`config.mk`:
```
export PLATFORM = sky130hd
export DESIGN_NAME = bcd2bin
export DESIGN_NICKNAME = d
export VERILOG_FILES = /design/src/rtl/bcd2bin_pkg.sv /design/src/rtl/bcd_digit_adjust.sv /design/src/rtl/bcd2bin.sv
export SDC_FILE = /design/constraint.sdc
export NUM_CORES = 1
export LEC_CHECK = 0
export ABC_AREA = 1
export CORE_MARGIN = 4
export CORE_UTILIZATION = 54
export DETAILED_ROUTE_END_ITERATION = 8
export PLACE_DENSITY = 0.75
export SKIP_LAST_GASP = 1
export SLEW_MARGIN = 10
export SYNTH_ARGS = -nofsm -noshare
export SYNTH_HDL_FRONTEND = slang
export SYNTH_HIERARCHICAL = 1
export SYNTH_SLANG_ARGS = --single-unit
```
`constraint.sdc`:
```
create_clock -name clk -period 1.6 [get_ports clk]
set_input_delay 0.4 -clock clk [delete_from_list [all_inputs] [get_ports clk]]
set_output_delay 0.4 -clock clk [all_outputs]
set_load 0.1 [all_outputs]
```
`src/rtl/bcd2bin_pkg.sv`:
```
// Shared types and sizing for the signed three-digit BCD to binary converter.
// Sizes cover the full 000..999 magnitude range.
package bcd2bin_pkg;

    typedef enum logic [1:0] {
        IDLE   = 2'd0,
        SHIFT  = 2'd1,
        RESULT = 2'd2
    } state_t;

    localparam int DIGITS      = 3;
    localparam int MAG_WIDTH   = 10;
    localparam int SHIFT_COUNT = 10;
    localparam int CNT_W       = 4;
    localparam int SR_W        = DIGITS * 4 + MAG_WIDTH;
    localparam int EXT_W       = 17;

endpackage

```
`src/rtl/bcd_digit_adjust.sv`:
```
// One reverse double-dabble correction cell: a nibble of 8 or more loses 3.
// Purely combinational.
module bcd_digit_adjust (
    input  logic [3:0] din,
    output logic [3:0] dout
);

    always_comb begin
        dout = din;
        if (din >= 4'd8) begin
            dout = din - 4'd3;
        end
    end

endmodule

```
`src/rtl/bcd2bin.sv`:
```
// Signed BCD (sign + H/T/U) to WORD_LENGTH-bit two's complement, 11 enabled cycles per conversion.
// start is only honoured in IDLE; enable low freezes everything.
module bcd2bin
    import bcd2bin_pkg::*;
#(
    parameter int WORD_LENGTH = 8
) (
    input  logic                   clk,
    input  logic                   reset,
    input  logic                   enable,
    input  logic                   start,
    input  logic                   sign,
    input  logic [3:0]             H,
    input  logic [3:0]             T,
    input  logic [3:0]             U,
    output logic [WORD_LENGTH-1:0] bin,
    output logic                   ready,
    output logic                   error,
    output logic                   busy
);

    localparam logic [EXT_W-1:0] POS_LIM = EXT_W'((1 << (WORD_LENGTH - 1)) - 1);
    localparam logic [EXT_W-1:0] NEG_LIM = EXT_W'(1 << (WORD_LENGTH - 1));

    state_t                 state_q, state_d;
    logic [CNT_W-1:0]       cnt_q, cnt_d;
    logic [SR_W-1:0]        sr_q, sr_d;
    logic                   sign_q, sign_d;
    logic                   derr_q, derr_d;
    logic [WORD_LENGTH-1:0] bin_q, bin_d;
    logic                   ready_q, ready_d;
    logic                   error_q, error_d;

    logic [SR_W-1:0]        shifted;
    logic [DIGITS*4-1:0]    adj;
    logic [EXT_W-1:0]       mag_ext;
    logic [EXT_W-1:0]       signed_val;
    logic                   out_of_range;

    assign shifted = {1'b0, sr_q[SR_W-1:1]};

    for (genvar g = 0; g < DIGITS; g++) begin : g_adj
        bcd_digit_adjust u_adj (
            .din  (shifted[MAG_WIDTH + 4*g +: 4]),
            .dout (adj[4*g +: 4])
        );
    end

    assign mag_ext      = {{(EXT_W - MAG_WIDTH){1'b0}}, sr_q[MAG_WIDTH-1:0]};
    assign signed_val   = sign_q ? (EXT_W'(0) - mag_ext) : mag_ext;
    assign out_of_range = sign_q ? (mag_ext > NEG_LIM) : (mag_ext > POS_LIM);

    always_comb begin
        state_d = state_q;
        cnt_d   = cnt_q;
        sr_d    = sr_q;
        sign_d  = sign_q;
        derr_d  = derr_q;
        bin_d   = bin_q;
        ready_d = ready_q;
        error_d = error_q;
        if (enable) begin
            case (state_q)
                IDLE: begin
                    if (start) begin
                        sr_d    = {H, T, U, {MAG_WIDTH{1'b0}}};
                        sign_d  = sign;
                        derr_d  = (H > 4'd9) || (T > 4'd9) || (U > 4'd9);
                        cnt_d   = CNT_W'(SHIFT_COUNT);
                        ready_d = 1'b0;
                        state_d = SHIFT;
                    end
                end
                SHIFT: begin
                    sr_d  = {adj, shifted[MAG_WIDTH-1:0]};
                    cnt_d = cnt_q - 1'b1;
                    if (cnt_q == CNT_W'(1)) begin
                        state_d = RESULT;
                    end
                end
                RESULT: begin
                    // The digit check uses the flag taken at capture, not the shifted nibbles.
                    if (derr_q || out_of_range) begin
                        error_d = 1'b1;
                        bin_d   = '0;
                    end else begin
                        error_d = 1'b0;
                        bin_d   = signed_val[WORD_LENGTH-1:0];
                    end
                    ready_d = 1'b1;
                    state_d = IDLE;
                end
                default: state_d = IDLE;
            endcase
        end
    end

    always_ff @(posedge clk) begin
        if (reset) begin
            state_q <= IDLE;
            cnt_q   <= '0;
            sr_q    <= '0;
            sign_q  <= 1'b0;
            derr_q  <= 1'b0;
            bin_q   <= '0;
            ready_q <= 1'b0;
            error_q <= 1'b0;
        end else begin
            state_q <= state_d;
            cnt_q   <= cnt_d;
            sr_q    <= sr_d;
            sign_q  <= sign_d;
            derr_q  <= derr_d;
            bin_q   <= bin_d;
            ready_q <= ready_d;
            error_q <= error_d;
        end
    end

    assign bin   = bin_q;
    assign ready = ready_q;
    assign error = error_q;
    assign busy  = (state_q != IDLE);

endmodule
```
# After elaboration in Yosys (flattened, before gate mapping)
# Index checks and enable logic that the tools add are counted.
# W data, S select, Z words.
dict set report totals {
  regBits 40
  inputBits 17
  out_inout_bits 11
}
dict set report op_classes {
  n_addsub 5
  magnitude_cmp 8
  n_eq_ne 5
  mux 16
  n_reduce_logical 12
}
# cell count
set ops {}
lappend ops {{$pmux W22 S2} 1}
lappend ops {{$mux W22} 1}
lappend ops {{$mux W4} 4}
lappend ops {{$mux W8} 2}
lappend ops {{$gt A4 B4 Y1 const B} 3}
lappend ops {{$reduce_and A3 Y1} 4}
lappend ops {{$gt A10 B7 Y1 const B} 1}
lappend ops {{$gt A10 B8 Y1 const B} 1}
lappend ops {{$ge A4 B4 Y1 const B} 2}
lappend ops {{$pmux W4 S2} 1}
lappend ops {{$sub A1 B8 Y8 const A} 1}
lappend ops {{$sub A4 B2 Y4 const B} 2}
lappend ops {{$reduce_bool A2 Y1} 3}
lappend ops {{$eq A4 B1 Y1 const B} 1}
lappend ops {{$ge A3 B4 Y1 const B} 1}
lappend ops {{$mux W2} 2}
lappend ops {{$ne A2 B2 Y1 const B} 2}
lappend ops {{$pmux W2 S2} 1}
lappend ops {{$sub A3 B2 Y4 const B} 1}
lappend ops {{$sub A4 B1 Y4 const B} 1}
lappend ops {{$logic_or A1 B1 Y1} 3}
lappend ops {{$mux W1} 3}
lappend ops {{$eq A2 B1 Y1 const B} 1}
lappend ops {{$eq A2 B2 Y1 const B} 1}
lappend ops {{other kinds (3)} 3}

# Depth between registers and ports, before layout
# Gate-level depths: netlist of the first run.
dict set report logic_depth {
  word_depth 4
  ltp_mapped 9
  ltp_nobuf 9
}

# Modules after synthesis
# The synthesis of the first run kept the hierarchy.
# module n_inst cells_per_inst area_each_um2 seq_area_each_um2
set by_module_without_submodules {}
lappend by_module_without_submodules {bcd2bin 1 247 1856.8 800.8}
lappend by_module_without_submodules {bcd_digit_adjust 3 16 88.8 0.0}

# Worst setup path after synthesis of the first run
# No wires, ideal clock.
dict set report synth_path {
  path_type {reg-to-reg}
  from {register state_q[0]}
  to {register cnt_q[2]}
  arrival_ns 1.784
  t_required_ns 1.485
  slack_ns -0.299
  path_stages_with_launch 9
  path_buffers 1
  synth_period_minus_slack_ns 1.899
  path_cell_list {dfxtp_1 > inv_2 > nand2_1 > nor2_4 > nor2_4 > inv_4 > buf_6 > a21oi_1 > nor3_2}
}
dict set report synth_between {
  elab_chain_cells 3
}
# element line
set synth_rtl {}
lappend synth_rtl {{start, declared} bcd2bin.sv:25} ;# state_t state_q, state_d;
lappend synth_rtl {{start signal, assigned} bcd2bin.sv:109} ;# state_q <= state_d;
lappend synth_rtl {{$eq A2 B1 Y1 or $logic_not A2 Y1 (tied branches)} bcd2bin.sv:63} ;# case (state_q)
lappend synth_rtl {{$reduce_bool A2 Y1 (no line) or $ne A2 B2 Y1 (tied branches)} --}
lappend synth_rtl {{$reduce_and A3 Y1 (no line)} --}
lappend synth_rtl {{end signal, assigned} bcd2bin.sv:110} ;# cnt_q <= cnt_d;
lappend synth_rtl {{end, declared} bcd2bin.sv:26} ;# logic [CNT_W-1:0] cnt_q, cnt_d;
# Several ways; a longest one is shown, not always the timed one.
# A chain may end at the register's enable or synchronous reset.

# Worst setup path after layout of the first run
dict set report layout_path {
  from {input start}
  to {register sr_q[12]}
}
dict set report layout_between {
  elab_chain_cells 2
}
# element line
set layout_rtl {}
lappend layout_rtl {{start, declared} bcd2bin.sv:11} ;# input logic start,
lappend layout_rtl {{$ne A2 B2 Y1 (no line)} --}
lappend layout_rtl {{$reduce_and A3 Y1 (no line)} --}
lappend layout_rtl {{end signal, assigned} bcd2bin.sv:111} ;# sr_q <= sr_d;
lappend layout_rtl {{end, declared} bcd2bin.sv:27} ;# logic [SR_W-1:0] sr_q, sr_d;
# Every way passes these cells.

==> results of run 1 <==
==> tightest hold or removal path: stages (launching register included) <==
cell and delay [ns]:
dfxtp_2 0.33, nand2_1 0.06, a21oi_1 0.06
==> cell usage after synthesis (all sizes together) <==
master / instances
ha: 9
buf: 4
o21ai: 29
xor2: 4
a31oi: 13
nand3: 29
nand2: 79
a221oi: 2
conb: 1
nor3: 2
dfxtp: 40
inv: 36
a21oi: 22
a21boi: 3
nand4: 1
a41oi: 1
o2111ai: 1
clkbuf: 7
nor2: 12
==> sequential cells by signal (all words and copies together), names as in the netlist <==
name     cells
sign_q       1
derr_q       1
sr_q        22
cnt_q        4
ready        1
bin          8
state_q      2
error        1
==> report_power, final <==
group          internal, W  switching [W]  total [W]
Sequential         0.00104      0.0000500    0.00109
Combinational     0.000169       0.000232   0.000400
Clock             0.000297       0.000351   0.000648
==> cells by family after synthesis <==
group | after synthesis | synth area share (%)
buf+inv | 47 | 9.08
compound gates | 71 | 19.1
simple gates | 123 | 27.0
other cells | 1 | 0.177
flops | 40 | 37.7
xor+xnor | 4 | 1.65
fa+ha+maj | 9 | 5.30
==> cell type report <==
class	instances	area [um^2]	area share, %
clock buffers	6	72.6	2.60
clock inverters	1	5.00	0.180
inverters	36	138	4.94
multi-input cells	213	1160	41.7
flip-flops and latches	40	803	28.8
well taps	48	60.1	2.15
repair buffers	44	548	19.7
==> metrics by stage <==
| step | instance area [um^2] | util (%) | cells |
|---|---|---|---|
| 5_1_grt | 2790 | 74.5 | 388 |
| 2_1_floorplan | 2150 | - | 300 |
| 3_3_place_gp | 2680 | 71.6 | 380 |
| 4_1_cts | 2760 | 73.7 | 387 |
| 3_5_place_dp | 2680 | 71.6 | 380 |
| 6_report | 2790 | 74.5 | 388 |
==> worst paths after layout <==
path | end | slack [ns]
max | sr_q[12] | 0.12
min | sr_q[1] | 0.48
min reg2reg | sr_q[1] | 0.48
max reg2reg | bin[5] | 0.13
==> what timing repair did <==
item | in CTS | in global routing
resized for setup | 0 | 5
endpoints found under the setup margin | 0 | 24
buffers inserted | 0 | 1
==> routing by layer <==
metal  GRT usage [%]  up-vias
li1                -     1063
met1            29.5      985
met2            37.0       85
met3            5.68       14
met4            6.47        0
met5               0        -
==> metrics.txt, run 1 <==
status=complete, no violations; DRT Pass-1 Iters=5; largest area contributor in the netlist=dfxtp_1; global placement routability congestion=0.828; 1st-iter DRT viols=232; global route overflow=0; post-route antenna net violation count=0; WHS=0.480 ns; hold wc startpoint=sr_q[1]; first-pass GRT wire length=9030 um; Power, Total=0.00214 W; Die Ht=70.7 um; port buffer count=27; RSZ-0062 raised after global routing=no; Mean Syn Cell Area=7.20 um^2; worst hold path cell count=2; cts bufs inserted=5; Reg2Reg Depth=9; Final Setup Violations=0; worst vdd ir=0.525 mV; GR Util All Layers=22.6%; Synth Warn #=6; Met1 Routed Length=2380 um; largest cells by area after synthesis=dfxtp_1, nand2_1, nand3_1, o21ai_0, ha_1; Mapped Area=2120 um^2; vias in the first global route=1965; Worst Path Buf+Inv=2; most common cell after layout, fill and taps aside=nand2_1; fillers=311; via count=2147; P_leak=1.14 nW; DIE AREA=5000 um^2; H-Tree Depth=2; Critical Path End Type=flop; drt drc=0; hold_buf cts=0; critical path's top delay family=buffers and inverters; Worst path depth=7; sequential fraction of the synthesis area=37.7%; core outline area=3740 um^2; Slew Viols, Final=0; Seq cells post-synth=40; I/O Pins=28; Max stage delay on crit path=0.50 ns; count of cell types in the netlist=31; period utilization=92.5%; Detail Route met2 WL=2620 um; max cap viols=0; drt wl/cell=14.2 um; crit-path cells=clkdlybuf4s50_1, nand2_1, nor2_4, nor2_4, inv_4, o21ai_0, a31oi_1; DR vias/cell=5.53; Antenna Cells=0; final hold vios=0; pre-CTS setup slack=-0.305 ns; Worst Skew=0.00694 ns; layout cells sized above 1=17.1%; Post-DP HPWL=3810 um; Setup crit start=start; CP max-delay cell=clkdlybuf4s50_1; kind of critical path=in -> reg; die width=70.7 um; initial antenna violation count=0; CP Max Fanout=23; NumNets Final=366; WP data arrival=1.70 ns; Routed WL=5500 um; Rows=22; Worst EP required=1.82 ns; CTS sink cnt=40; largest net degree at the start of global routing=24; met3 routed WL=402 um; Cell Pwr Density=768 nW/um^2; worst reg2reg startpoint=sr_q[1]; Max Used Layer=met4; final setup TNS=0 ns; worst min-delay path class=reg -> reg; final worst slack=0.120 ns; Root Buffer=clkbuf_8; Startpoint Class=input port; Worst-path clk slew=0.08 ns; minimum clock period=1.48 ns; area grow syn2layout=31.3%; CTS max path bufs=2; Initial Util=56.7%; Yosys top cell area share=37.7%; most numerous cell on the critical path=nor2_4; Worst-Skew Late Latency=0.30 ns; Post-Syn Instances=295; max frequency=676 MHz; TritonCTS clock tree=built; most frequent cells in the layout=nand2_1, dfxtp_1, inv_1
No activity file was read; power rests on OpenSTA's default activity.
==> run 2, diff against run 1 <==
--- a/config.mk
+++ b/config.mk
@@ -7,9 +7,9 @@
 export LEC_CHECK = 0
 export ABC_AREA = 1
 export CORE_MARGIN = 4
-export CORE_UTILIZATION = 54
+export CORE_UTILIZATION = 47
 export DETAILED_ROUTE_END_ITERATION = 8
-export PLACE_DENSITY = 0.75
+export PLACE_DENSITY = 0.67
 export SKIP_LAST_GASP = 1
 export SLEW_MARGIN = 10
 export SYNTH_ARGS = -nofsm -noshare
==> metrics.txt, run 2 (synthesis results as in run 1) <==
status=complete, no violations; Critical Path End Type=flop; CP max-delay cell=dfxtp_1; Final Setup Violations=0; TritonCTS clock tree=built; Initial Util=48.8%; most common cell after layout, fill and taps aside=nand2_1; Max stage delay on crit path=0.34 ns; worst min-delay path class=reg -> reg; WP data arrival=1.76 ns; port buffer count=27; Worst-Skew Late Latency=0.30 ns; Startpoint Class=flop; global route overflow=0; initial antenna violation count=0; Slew Viols, Final=0; global placement routability congestion=0.806; DR vias/cell=5.10; max reg flops=22; CP Max Fanout=4; cts bufs inserted=5; drt drc=0; Post-DP HPWL=3510 um; final worst slack=0.0720 ns; CTS max path bufs=2; critical path's top delay family=simple AND/OR/NAND/NOR gates; fillers=383; NumNets Final=369; worst vdd ir=0.424 mV; die width=75.2 um; Antenna Cells=0; H-Tree Depth=2; area grow syn2layout=32.6%; Worst-path clk slew=0.08 ns; hold_buf cts=0; Cell Pwr Density=781 nW/um^2; P_leak=1.17 nW; Worst Path Buf+Inv=2; Root Buffer=clkbuf_8; max frequency=654 MHz; via count=2020; Max Used Layer=met4; crit-path cells=inv_1, ha_2, nand2_1, nor2_2, nand3_2, a21oi_4, clkbuf_4, nand3_2, a21oi_1; final hold vios=0; FF/Latch Area=801 um^2; most frequent cells in the layout=nand2_1, dfxtp_1, inv_1; Worst EP required=1.83 ns; Met1 Routed Length=2440 um; CTS sink cnt=40; largest net degree at the start of global routing=23; R2R Setup Slk=0.07 ns; final setup TNS=0 ns; period utilization=95.5%; Detail Route met2 WL=2150 um; drt wl/cell=12.4 um; Rows=24; Post-Place Cells=385; layout cells sized above 1=18.0%; WHS=0.468 ns; met3 routed WL=280 um; placed cell area=2690 um^2; Worst Skew=0.00757 ns; vias in the first global route=1754; DRT Pass-1 Iters=6; design area=2820 um^2; post-route antenna net violation count=0; 1st-iter DRT viols=230; area of the multi-input gates=1160 um^2; I/O Pins=28; GR Util All Layers=18.3%; most flop-heavy register=sr_q; first-pass GRT wire length=7900 um; pre-CTS setup slack=-0.262 ns; Routed WL=4910 um; most numerous cell on the critical path=nand3_2; minimum clock period=1.53 ns; fin cells=396; Die Ht=75.2 um; core outline area=4350 um^2; max cap viols=0; DIE AREA=5660 um^2; kind of critical path=reg -> reg
-- run 2: changes by cell type in the layout (fill, tap and decap cells not counted), sizes merged --
cell,previous run,this run
clkbuf,6,7
clkinv,1,2
buf,28,30
-- run 2: worst reg2reg max path: cells and delay by family (launching register included) --
family                   cells  cell delay (ns)
AO/OA/AOI/OAI                2             0.28
adder cells (fa/ha/maj)      1             0.18
buffers and inverters        2             0.27
flip-flops                   1             0.34
AND/OR/NAND/NOR              4             0.39
-- run 2: per-stage QoR --
step / utilization, % / total power, W
finish: 64.7 / 0.00220
global route: 64.7 / 0.00231
CTS: 64.0 / 0.00222
detailed placement: 61.8 / 0.00151
global placement: 61.8 / 0.00150
floorplan: - / 0.00136
-- run 2: timing repair --
action | CTS | global route
setup endpoints to repair | 0 | 22
setup buffers | 0 | 3
gates resized for setup | 0 | 5
-- run 2: final cells by class --
cell class | count | share of cell area (%)
clock inverters | 2 | 0.356
clock buffers | 6 | 2.93
well taps | 52 | 2.31
multi-input cells | 213 | 41.2
inverters | 36 | 4.89
flip-flops and latches | 40 | 28.4
repair buffers | 47 | 19.8
-- run 2: routing by layer --
| layer | global-route usage [%] | vias to the layer above |
|---|---|---|
| met5 | 0 | - |
| met4 | 5.05 | 0 |
| met3 | 5.47 | 4 |
| met2 | 27.0 | 42 |
| met1 | 26.0 | 912 |
| li1 | - | 1062 |
-- run 2: final timing paths --
check / start / to / cells after the start
worst max-delay path: sr_q[0] / bin[2] / 9
worst min-delay path: sr_q[10] / sr_q[9] / 2
worst max register to register: sr_q[0] / bin[2] / 9
worst min register to register: sr_q[10] / sr_q[9] / 2
-- run 2: power breakdown --
group | total (W) | switching (W) | leakage [nW] | internal (W)
clock network | 0.000709 | 0.000364 | 0.0510 | 0.000344
registers | 0.00109 | 0.0000496 | 0.326 | 0.00104
logic | 0.000397 | 0.000223 | 0.788 | 0.000174
